===== config.mk =====
export PLATFORM = sky130hd
export DESIGN_NAME = rx_packet_parser
export DESIGN_NICKNAME = d
export VERILOG_FILES = /design/src/rtl/rx_pkt_pkg.sv /design/src/rtl/rx_pkt_buffer.sv /design/src/rtl/rx_packet_parser.sv
export SDC_FILE = /design/constraint.sdc
export NUM_CORES = 1
export LEC_CHECK = 0
export BUFFER_PORTS_ARGS = -buffer_cell sky130_fd_sc_hd__buf_2
export CAP_MARGIN = 20
export CORE_ASPECT_RATIO = 2
export CORE_MARGIN = 2
export CORE_UTILIZATION = 46
export DETAILED_ROUTE_END_ITERATION = 6
export MAX_ROUTING_LAYER = met4
export PLACE_DENSITY_LB_ADDON = 0.08
export SLEW_MARGIN = 15
export SYNTH_ARGS = -nofsm -noshare
export SYNTH_HDL_FRONTEND = slang
export SYNTH_SLANG_ARGS = --single-unit

===== constraint.sdc =====
create_clock -name clk -period 5.1 [get_ports clk]
set_input_delay 1.02 -clock clk [delete_from_list [all_inputs] [get_ports clk]]
set_output_delay 1.02 -clock clk [all_outputs]
set_load 0.005 [all_outputs]

===== src/rtl/rx_pkt_pkg.sv =====
// Shared types and constants for the rx_packet_parser framing stage:
// parser state encoding, error cause codes, default start-of-frame byte
// and the checksum accumulate helper.
package rx_pkt_pkg;

  typedef enum logic [2:0] {
    HUNT = 3'd0,
    CMD  = 3'd1,
    LEN  = 3'd2,
    DATA = 3'd3,
    CHK  = 3'd4,
    HOLD = 3'd5
  } rx_state_e;

  localparam logic [1:0] ERR_NONE = 2'd0;
  localparam logic [1:0] ERR_LEN  = 2'd1;
  localparam logic [1:0] ERR_CHK  = 2'd2;
  localparam logic [1:0] ERR_TMO  = 2'd3;

  localparam logic [7:0] DEFAULT_HEADER = 8'hAA;

  // One step of the 8-bit XOR frame checksum.
  function automatic logic [7:0] chk_xor(input logic [7:0] acc, input logic [7:0] data);
    return acc ^ data;
  endfunction

endpackage


===== src/rtl/rx_pkt_buffer.sv =====
// Payload store for rx_packet_parser: DEPTH x 8 register file with one
// synchronous write port and one asynchronous read port. Not reset; reads
// beyond DEPTH (non power-of-two depths) return zero.
module rx_pkt_buffer #(
  parameter int DEPTH = 16,
  parameter int AW    = 4
) (
  input  logic          clk,
  input  logic          we,
  input  logic [AW-1:0] waddr,
  input  logic [7:0]    wdata,
  input  logic [AW-1:0] raddr,
  output logic [7:0]    rdata
);

  logic [7:0] mem [DEPTH];

  // Write one payload byte per enabled cycle.
  always_ff @(posedge clk) begin
    if (we && (int'(waddr) < DEPTH)) begin
      mem[waddr] <= wdata;
    end
  end

  // Combinational read with out-of-range guard.
  always_comb begin
    rdata = 8'h00;
    if (int'(raddr) < DEPTH) begin
      rdata = mem[raddr];
    end else begin
      rdata = 8'h00;
    end
  end

endmodule


===== src/rtl/rx_packet_parser.sv =====
// Frame parser behind the UART receiver: hunts for HEADER, collects
// command, length, payload and XOR checksum, then holds a validated frame
// for the consumer while back-pressuring the receiver.
// Optional inter-byte timeout is built when RX_PKT_TIMEOUT_EN is defined.
module rx_packet_parser
  import rx_pkt_pkg::*;
#(
  parameter int         MAX_LEN        = 16,
  parameter logic [7:0] HEADER         = DEFAULT_HEADER,
  parameter int         TIMEOUT_CYCLES = 50000,
  localparam int        LW             = $clog2(MAX_LEN + 1),
  localparam int        AW             = (MAX_LEN > 1) ? $clog2(MAX_LEN) : 1
) (
  input  logic          clk,
  input  logic          rstn,
  input  logic [7:0]    rx_data,
  input  logic          rx_done_sig,
  output logic          rx_en_sig,
  output logic          pkt_valid,
  input  logic          pkt_ready,
  output logic [7:0]    pkt_cmd,
  output logic [LW-1:0] pkt_len,
  input  logic [AW-1:0] pkt_rd_addr,
  output logic [7:0]    pkt_rd_data,
  output logic          err_sig,
  output logic [1:0]    err_code
);

  localparam logic [7:0] MAX_LEN_B = 8'(MAX_LEN);

  rx_state_e     state;
  rx_state_e     state_next;
  logic          done_q;
  logic          stb;
  logic [7:0]    cmd;
  logic [LW-1:0] len;
  logic [LW-1:0] idx;
  logic [7:0]    chk;
  logic          err_fire;
  logic [1:0]    err_next;
  logic          tmo_hit;
  logic          valid_q;
  logic          rx_en_q;
  logic          err_sig_q;
  logic [1:0]    err_code_q;
  logic          buf_we;

  // Rising edge of the receiver done level marks one new byte.
  assign stb    = rx_done_sig & ~done_q;
  assign buf_we = stb && (state == DATA);

`ifdef RX_PKT_TIMEOUT_EN
  localparam int TW = (TIMEOUT_CYCLES > 2) ? $clog2(TIMEOUT_CYCLES) : 1;
  logic [TW-1:0] timer;
  logic          counting;

  assign counting = (state == CMD) || (state == LEN) || (state == DATA) || (state == CHK);
  assign tmo_hit  = counting && !stb && (timer == TW'(TIMEOUT_CYCLES - 1));

  // Inter-byte timer: cleared by each byte, runs only while mid-frame.
  always_ff @(posedge clk) begin
    if (rstn) begin
      timer <= {TW{1'b0}};
    end else if (stb || !counting || tmo_hit) begin
      timer <= {TW{1'b0}};
    end else begin
      timer <= timer + TW'(1);
    end
  end
`else
  assign tmo_hit = 1'b0;
`endif

  // Next-state and error decision for the framing FSM.
  always_comb begin
    state_next = state;
    err_fire   = 1'b0;
    err_next   = ERR_NONE;
    case (state)
      HUNT: begin
        if (stb && (rx_data == HEADER)) begin
          state_next = CMD;
        end else begin
          state_next = HUNT;
        end
      end
      CMD: begin
        if (stb) begin
          state_next = LEN;
        end else begin
          state_next = CMD;
        end
      end
      LEN: begin
        if (stb && (rx_data > MAX_LEN_B)) begin
          state_next = HUNT;
          err_fire   = 1'b1;
          err_next   = ERR_LEN;
        end else if (stb && (rx_data == 8'd0)) begin
          state_next = CHK;
        end else if (stb) begin
          state_next = DATA;
        end else begin
          state_next = LEN;
        end
      end
      DATA: begin
        if (stb && ((idx + LW'(1)) == len)) begin
          state_next = CHK;
        end else begin
          state_next = DATA;
        end
      end
      CHK: begin
        if (stb && (rx_data == chk)) begin
          state_next = HOLD;
        end else if (stb) begin
          state_next = HUNT;
          err_fire   = 1'b1;
          err_next   = ERR_CHK;
        end else begin
          state_next = CHK;
        end
      end
      HOLD: begin
        if (pkt_ready) begin
          state_next = HUNT;
        end else begin
          state_next = HOLD;
        end
      end
      default: begin
        state_next = HUNT;
      end
    endcase
    if (tmo_hit) begin
      state_next = HUNT;
      err_fire   = 1'b1;
      err_next   = ERR_TMO;
    end else begin
      err_fire   = err_fire;
    end
  end

  // State register, edge-detect flop and registered status outputs.
  always_ff @(posedge clk) begin
    if (rstn) begin
      state      <= HUNT;
      done_q     <= 1'b0;
      valid_q    <= 1'b0;
      rx_en_q    <= 1'b1;
      err_sig_q  <= 1'b0;
      err_code_q <= ERR_NONE;
    end else begin
      state      <= state_next;
      done_q     <= rx_done_sig;
      valid_q    <= (state_next == HOLD);
      rx_en_q    <= (state_next != HOLD);
      err_sig_q  <= err_fire;
      if (err_fire) begin
        err_code_q <= err_next;
      end
    end
  end

  // Frame fields, running checksum and payload index, updated on byte strobes.
  always_ff @(posedge clk) begin
    if (rstn) begin
      cmd <= 8'h00;
      len <= {LW{1'b0}};
      idx <= {LW{1'b0}};
      chk <= 8'h00;
    end else if (stb) begin
      case (state)
        CMD: begin
          cmd <= rx_data;
          chk <= rx_data;
        end
        LEN: begin
          len <= rx_data[LW-1:0];
          chk <= chk_xor(chk, rx_data);
          idx <= {LW{1'b0}};
        end
        DATA: begin
          chk <= chk_xor(chk, rx_data);
          idx <= idx + LW'(1);
        end
        default: begin
        end
      endcase
    end
  end

  rx_pkt_buffer #(
    .DEPTH (MAX_LEN),
    .AW    (AW)
  ) u_buffer (
    .clk   (clk),
    .we    (buf_we),
    .waddr (idx[AW-1:0]),
    .wdata (rx_data),
    .raddr (pkt_rd_addr),
    .rdata (pkt_rd_data)
  );

  assign pkt_valid = valid_q;
  assign rx_en_sig = rx_en_q;
  assign err_sig   = err_sig_q;
  assign err_code  = err_code_q;
  assign pkt_cmd   = cmd;
  assign pkt_len   = len;

endmodule


Yosys cells after proc, flatten, opt, wreduce, memory -nomap -nowiden
Memories as Yosys holds them, arrays and structs flattened.
Index checks and enable logic that the tools add are counted.
- memories: 1
- logic and storage cells: 63
- RAM bits: 128
- flip-flop bits (word level): 35
- bitwise operators: 3
- reductions and logical operators: 15
- add/subtract/negate cells: 1
- multiplexer cells: 22
- $lt $le $gt $ge: 1
- eq/ne operators: 10
- memories (name ; depth ; width ; read ports ; clocked after memory_dff ; write ports ; RTL line ; source):
    u_buffer.mem ; 16 ; 8 ; 1 ; 0 ; 1 ; rx_pkt_buffer.sv:16 ; logic [7:0] mem [DEPTH];
- operators with widths (cell ; count):
    2-to-1 mux 3 bit ; 6
    case mux 3 bit (6 select lines) ; 1
    case mux 8 bit (2 select lines) ; 1
    case mux 5 bit (2 select lines) ; 1
    equality test 3 bit, second input constant ; 3
    equality test 8 bit ; 1
    equality test 8 bit, second input constant ; 1
    > comparator 8 x 5 -> 1 bit, second input constant ; 1
    zero test 8 bit ; 1
    2-to-1 mux 1 bit ; 8
    AND reduction 2 bit ; 4
    XOR 8 bit ; 1
    equality test 3 x 2 -> 1 bit, second input constant ; 2
    logical AND 1 bit ; 6
    2-to-1 mux 2 bit ; 3
    adder 5 x 1 -> 5 bit, second input constant ; 1
    equality test 5 bit ; 1
    case mux 2 bit (2 select lines) ; 1
    nonzero test 2 bit ; 2
    equality test 3 x 1 -> 1 bit, second input constant ; 1
    zero test 3 bit ; 1
    inequality test 3 bit, second input constant ; 1
    case mux 1 bit (2 select lines) ; 1
    OR reduction 2 bit ; 1
    other kinds (2) ; 2

Longest topological paths before layout
Gate-level depths: netlist (run 1).
- depth in word-level cells: 7
- depth in mapped cells: 7
- gate-level depth less buffers: 6

Hierarchy
Synthesis (run 1) repeated with hierarchy kept, for this count alone.
- cell total of the unflattened synthesis: 439
- area total of the unflattened synthesis: 6769.0 sq um
- by module, submodules not included (module ; cells an instance ; area each (sq um) ; seq. area each (sq um) ; times used):
    rx_pkt_buffer ; 221 ; 4987.3 ; 3843.7 ; 1
    rx_packet_parser ; 218 ; 1781.7 ; 700.7 ; 1

Least setup slack after synthesis (run 1)
Ideal clock, no wire load.
- path kind: input port to output port
- start point: input pkt_rd_addr[0]
- end point: output pkt_rd_data[0]
- path slack: 1815 ps
- buffers on the path: 2
- arrival: 2265 ps
- stages on the path: 4
- cells stage by stage: buf_6 buf_8 mux4_1 mux4_2
- word-level cells in the longest chain between the ends: 1
- RTL lines (element ; RTL line ; source):
    start, declared ; rx_packet_parser.sv:23 ; input logic [AW-1:0] pkt_rd_addr,
    memory read (16 x 8 bit) ; - ;
    end, declared ; rx_packet_parser.sv:24 ; output logic [7:0] pkt_rd_data,
No other way between the ends.

Worst setup path after layout (run 1)
- start point: input pkt_rd_addr[0]
- end point: output pkt_rd_data[1]
Same word-level chain as after synthesis.

==> results of run 1 <==
==> layout make-up <==
type                    instances  area, um^2  area share
inverters                       2        7.51    0.000965
well taps                     195         244      0.0314
clock inverters                13         124      0.0159
repair buffers                 46         243      0.0312
flip-flops and latches        163        4540       0.584
multi-input cells             247        2160       0.278
clock buffers                  19         453      0.0582
==> worst min-delay path: stages, from the launching register on <==
cell and delay, ns:
dfxtp_1 0.31, nand2_1 0.05, a21oi_1 0.05
==> registers in the layout (all words and copies together), names as in the netlist <==
register	cells
chk	8
done_q	1
err_code	2
err_sig	1
idx	5
pkt_cmd	8
pkt_len	5
pkt_valid	1
rx_en_sig	1
state	3
u_buffer.mem	128
==> Yosys cell counts (5+ instances only) <==
master	number
nand2_1	34
buf_2	6
buf_1	5
xnor2_1	12
o21ai_1	7
mux4_1	24
o21ai_0	13
nand4_1	5
nand3_1	11
nand2b_1	6
edfxtp_1	128
clkbuf_1	10
o211ai_1	8
nor3_1	10
dfxtp_1	35
nor2_1	31
mux4_2	16
a21oi_1	30
nor2b_1	9
==> stage by stage <==
step	worst slack [ns]	util	cells	power [mW]	hold WS (ns)
final	1.19	0.528	685	2.77	0.458
after global routing	1.13	0.528	685	2.86	0.487
after CTS	1.15	0.528	685	2.80	0.459
after detailed placement	1.15	0.489	653	1.57	0.450
after global placement	1.14	0.488	651	1.57	0.441
after floorplan	1.82	-	439	1.53	0.453
==> path summary, 6_finish.rpt <==
path                                     start                   to  slack [ns]  cells past startpoint
worst min-delay path               err_code[0]          err_code[0]        0.46                      2
worst max-delay path            pkt_rd_addr[0]       pkt_rd_data[1]        1.19                      5
worst max register to register        state[1]  u_buffer.mem[15][1]        2.46                      3
worst min register to register     err_code[0]          err_code[0]        0.46                      2
==> metal layers <==
layer	vias up	part of all wire	routed length [um]	global-route usage
met5	-	0	0	-
met4	0	0.020	299	0.0699
met3	18	0.031	465	0.0409
met2	105	0.59	8920	0.395
met1	1949	0.36	5400	0.212
li1	1799	-	-	-
==> report_power, final <==
group	internal (mW)	total (mW)	switching (mW)
registers	1.43	1.43	0.000492
logic	0.0442	0.106	0.0620
clock network	0.704	1.23	0.528
==> cell families after synthesis <==
group,synth area share
muxes,0.144
and+or+nand+nor,0.0841
DFF,0.663
AOI/OAI and AO/OA,0.0587
adders and majority gates,0.00730
xor gates and xnor gates,0.0179
buffers and inverters,0.0248
==> impl_metrics.py, run 1 <==
metrics = {
    "logic_synthesis": {
        "syn-cell-area_um2": 6860,
        "netlist_top_cells_area": "edfxtp_1 (56%), dfxtp_1 (10%), mux4_1 (9.2%), mux4_2 (5.3%), a21oi_1 (2.2%)",
        "yosys.area.top_type_share": 0.560,
        "dominantRegCellSynth": "edfxtp_1",
        "synth_seq_cells": 163,
        "yosysWarnings": 0,
        "synth_top_area_cell": "edfxtp_1",
        "synth.avg_cell_area_um2": 15.6,
        "syn_inst": 439,
        "synth_edf_count": 128,
        "yosysSeqAreaShare": 0.663,
        "synth_fp_nets": 459,
        "synth.distinct_cells": 43,
        "ys_async_sr_fraction": 0,
    },
    "setup_path": {
        "required_ns": 4.08,
        "cp_slowest_stage_delay_ns": 0.67,
        "cp-start-kind": "input pin",
        "worstPathMaxFanout": 32,
        "worstSetupEndpointType": "output port",
        "arrival_ns": 2.89,
        "crit_chain": "buf_2 -> buf_4 -> mux4_1 -> mux4_2 -> buf_2",
        "worst-path-buf-inv": 3,
        "critPathSlowestCell": "mux4_1",
        "path_class": "in -> out",
        "worst_path_dominant_cell_family": "multiplexers",
        "cpMostUsedCell": "buf_2",
    },
    "cells_and_area": {
        "syn_to_final_growth_pct": 13.4,
        "nFillCells": 1275,
        "final_cell_mix": "edfxtp_1 (128), buf_2 (41), dfxtp_1 (35)",
        "drive_gt1_frac": 0.202,
        "num_antenna_cells": 0,
        "final_nets": 497,
        "stdcell_area_um2": 7780,
        "final_common_cell": "edfxtp_1",
    },
    "route": {
        "drtIter0Drc": 234,
        "vias": 3871,
        "drt-vias-per-instance": 5.65,
        "finalWirelength_mm": 15.1,
        "dr.pass1.iters": 4,
        "wl_per_cell_um": 22.0,
        "drc": 0,
        "antenna_left": 0,
    },
    "grt": {
        "track_usage": 0.208,
        "grt_max_degree": 34,
        "overflow": 0,
        "grt_pass1_wl_mm": 23.3,
        "grt_pass1_vias": 3964,
        "antenna_found_initial": 0,
    },
    "clock_network": {
        "cts_setup_buffers": 0,
        "postCtsHoldBufs": 0,
        "clk_pin_slew_ns": 0.06,
        "clock_path_buffers": 2,
        "clk-insertion-delay-late_ns": 0.42,
        "cts_htree_levels": 4,
        "cts_root_buf": "clkbuf_16",
        "cts_sinks": 163,
        "cts_buffers": 17,
        "ctsResizeCount": 0,
        "cts_tree": "done",
    },
    "sta": {
        "fin_tns_setup_ns": 0,
        "min_period_over_period": 0.766,
        "post-route-min-period_ns": 3.91,
        "hold_violations": 0,
        "setup_viol": 0,
        "slew_headroom": 0.291,
        "worst_clock_skew_ns": 0.00665,
        "max_freq_mhz": 256,
        "rsz0062_at_grt": "no",
        "drv_slew": 0,
        "worst_pin_slew_ns": 1.06,
    },
    "die": {
        "die_area_um2": 16000,
        "core_area_um2": 14700,
        "boundaryPins": 42,
        "die_x_um": 90.3,
        "start_util": 0.465,
        "rows": 63,
        "die_y_um": 177,
    },
    "placement": {
        "hpwl_mm": 10.1,
        "numPortBuffers": 41,
        "post_dp_cell_area_um2": 7200,
        "place_congestion": 0.853,
    },
    "outcome": {
        "status": "complete, no violations",
    },
    "power_and_ir_drop": {
        "powerDensity_nw_per_um2": 356,
        "cellLeakagePower_nw": 2.57,
        "ir_worst_vdd_mv": 0.244,
    },
    "job": {
        "maxCapViolCount": 0,
    },
    "worst_hold_path": {
        "worstHoldPathType": "reg -> reg",
    },
}
(Power assumes the default switching activity.)
==> run 2, diff against run 1 <==
--- a/config.mk
+++ b/config.mk
@@ -5,6 +5,7 @@
 export SDC_FILE = /design/constraint.sdc
 export NUM_CORES = 1
 export LEC_CHECK = 0
+export ABC_AREA = 1
 export BUFFER_PORTS_ARGS = -buffer_cell sky130_fd_sc_hd__buf_2
 export CAP_MARGIN = 20
 export CORE_ASPECT_RATIO = 2
==> constraint.sdc (replaced) <==
create_clock -name clk -period 3.7 [get_ports clk]
set_input_delay 0.74 -clock clk [delete_from_list [all_inputs] [get_ports clk]]
set_output_delay 0.74 -clock clk [all_outputs]
set_load 0.005 [all_outputs]
==> impl_metrics.py, run 2 <==
metrics = {
    "outcome": {
        "status": "complete, no violations",
    },
    "clock_network": {
        "clk_pin_slew_ns": 0.07,
        "cts_root_buf": "clkbuf_16",
        "postCtsHoldBufs": 0,
        "ctsResizeCount": 0,
        "cts_htree_levels": 4,
        "clk-insertion-delay-late_ns": 0.41,
        "cts_sinks": 163,
        "cts_buffers": 17,
        "clock_path_buffers": 2,
        "cts_tree": "done",
        "cts_setup_buffers": 0,
    },
    "placement": {
        "post_dp_cell_area_um2": 7350,
        "hpwl_mm": 11.6,
        "numPortBuffers": 41,
        "place_inst": 891,
        "place_congestion": 0.847,
    },
    "sta": {
        "worst_pin_slew_ns": 0.945,
        "post-route-min-period_ns": 3.11,
        "max_freq_mhz": 322,
        "setup_viol": 0,
        "worst_clock_skew_ns": 0.0133,
        "drv_slew": 0,
        "hold_violations": 0,
        "slew_headroom": 0.368,
        "fin_tns_setup_ns": 0,
        "min_period_over_period": 0.841,
        "rsz0062_at_grt": "no",
        "hold_slack_ns": 0.466,
    },
    "route": {
        "antenna_left": 0,
        "finalWirelength_mm": 17.0,
        "wl_per_cell_um": 18.4,
        "dr.pass1.iters": 5,
        "drtIter0Drc": 353,
        "drc": 0,
        "vias": 4967,
        "drt-vias-per-instance": 5.38,
    },
    "logic_synthesis": {
        "synthSimpleGateAreaFrac": 0.162,
        "synth_common_cells": "nor2_1 (134), edfxtp_1 (128), nand2_1 (90)",
        "syn-cell-area_um2": 6960,
        "synth_fp_nets": 696,
        "yosysWarnings": 0,
        "synth_edf_count": 128,
        "synthAdderAreaFrac": 0.00720,
        "synth_top_area_cell": "edfxtp_1",
        "synth.distinct_cells": 28,
        "yosys.area.top_type_share": 0.553,
        "synthMostInstantiatedCell": "nor2_1",
        "synth_compound_area_frac": 0.128,
        "synth_xor_area_frac": 0,
        "synth_seq_cells": 163,
        "ys_async_sr_fraction": 0,
        "synth_mux_area_frac": 0,
        "yosysSeqAreaShare": 0.653,
        "dominantRegCellSynth": "edfxtp_1",
        "synth_top_family_by_area": "simple AND/OR/NAND/NOR gates",
        "netlist_top_cells_area": "edfxtp_1 (55%), dfxtp_1 (10%), nor2_1 (7.2%), o21ai_0 (6.3%), nand2_1 (4.9%)",
        "synth.avg_cell_area_um2": 10.3,
        "syn_inst": 676,
    },
    "setup_path": {
        "rrSetupSlack_ns": 1.41,
        "path_class": "in -> out",
        "arrival_ns": 2.37,
        "required_ns": 2.96,
        "cp-start-kind": "input pin",
        "worstSetupEndpointType": "output port",
        "worstPathMaxFanout": 39,
    },
    "cells_and_area": {
        "stdcell_area_um2": 7930,
        "final_common_cell": "nor2_1",
        "largest-register": "u_buffer.mem",
        "final_nets": 735,
        "largest_reg_flops": 128,
        "drive_gt1_frac": 0.129,
        "num_antenna_cells": 0,
        "final-instance-count-excl-fill": 923,
        "syn_to_final_growth_pct": 14.0,
        "final_cell_mix": "nor2_1 (134), edfxtp_1 (128), nand2_1 (90)",
    },
    "grt": {
        "antenna_found_initial": 0,
        "grt_pass1_vias": 4879,
        "grt_pass1_wl_mm": 26.5,
        "grt_max_degree": 43,
        "track_usage": 0.225,
        "overflow": 0,
    },
    "power_and_ir_drop": {
        "ir_worst_vdd_mv": 0.324,
        "cellLeakagePower_nw": 2.84,
        "powerDensity_nw_per_um2": 487,
    },
    "die": {
        "rows": 63,
        "core_area_um2": 14800,
        "boundaryPins": 42,
        "start_util": 0.469,
        "die_area_um2": 16200,
        "die_y_um": 178,
        "die_x_um": 91.0,
    },
    "worst_hold_path": {
        "worstHoldPathType": "reg -> reg",
    },
    "job": {
        "maxCapViolCount": 0,
    },
}
[run 2: cell count changes in the layout (fill, tap and decap cells not counted), moves of 6 or more]
cell,previous run,this run
inv_1,2,37
o21ai_0,13,88
nand3_1,11,33
o211ai_1,8,32
mux4_1,24,0
nand2_1,34,90
a31oi_1,0,8
nor2b_1,9,0
nor2_1,31,134
nand2b_1,6,0
mux4_2,16,0
xnor2_1,12,0
[run 2: power by group]
part	total (mW)	internal, mW	leakage [nW]	switching [mW]
clock	1.70	0.952	0.282	0.744
combinational	0.193	0.0554	1.13	0.138
sequential	1.97	1.97	1.43	0.000235
[run 2: layout make-up]
cell class / count / area [um^2]
fillers: 1409 / 6890
flip-flops and latches: 163 / 4540
multi-input cells: 438 / 2070
clock buffers: 18 / 429
repair buffers: 52 / 325
well taps: 195 / 244
inverters: 43 / 169
clock inverters: 14 / 146
[run 2: per-stage QoR]
| step | util | worst slack (ns) | power [mW] |
|---|---|---|---|
| after floorplan | - | 1.41 | 2.12 |
| after global placement | 0.496 | 0.620 | 2.20 |
| after detailed placement | 0.496 | 0.592 | 2.21 |
| after CTS | 0.535 | 0.591 | 3.90 |
| after global routing | 0.535 | 0.412 | 3.99 |
| final | 0.535 | 0.590 | 3.86 |
[run 2: worst paths after layout]
| kind | cells past startpoint | to | startpoint |
|---|---|---|---|
| worst min register to register | 2 | err_code[1] | err_code[1] |
| worst min-delay path | 2 | err_code[1] | err_code[1] |
| worst max register to register | 8 | u_buffer.mem[4][3] | state[2] |
| worst max-delay path | 10 | pkt_rd_data[6] | pkt_rd_addr[0] |
[run 2: kinds of logic (layout without fill, tap and decap cells)]
group | Yosys count | count (layout)
buffers and inverters | 75 | 127
adders and majority gates | 4 | 4
DFF | 163 | 163
AOI/OAI and AO/OA | 160 | 160
and+or+nand+nor | 274 | 274
[run 2: critical path, cell delays in order]
cell and delay, ns:
buf_2 0.42, inv_4 0.23, buf_12 0.25, nor2_1 0.10
nor2_1 0.04, o21ai_0 0.06, o21ai_0 0.10, o211ai_1 0.20
nand2_1 0.10, buf_2 0.14
[run 2: layer usage]
| metal | global-route usage | wire length [um] | up-vias |
|---|---|---|---|
| met2 | 0.428 | 9700 | 139 |
| met4 | 0.0846 | 396 | 0 |
| li1 | - | - | 2447 |
| met1 | 0.229 | 6400 | 2362 |
| met3 | 0.0318 | 508 | 19 |
| met5 | - | 0 | - |
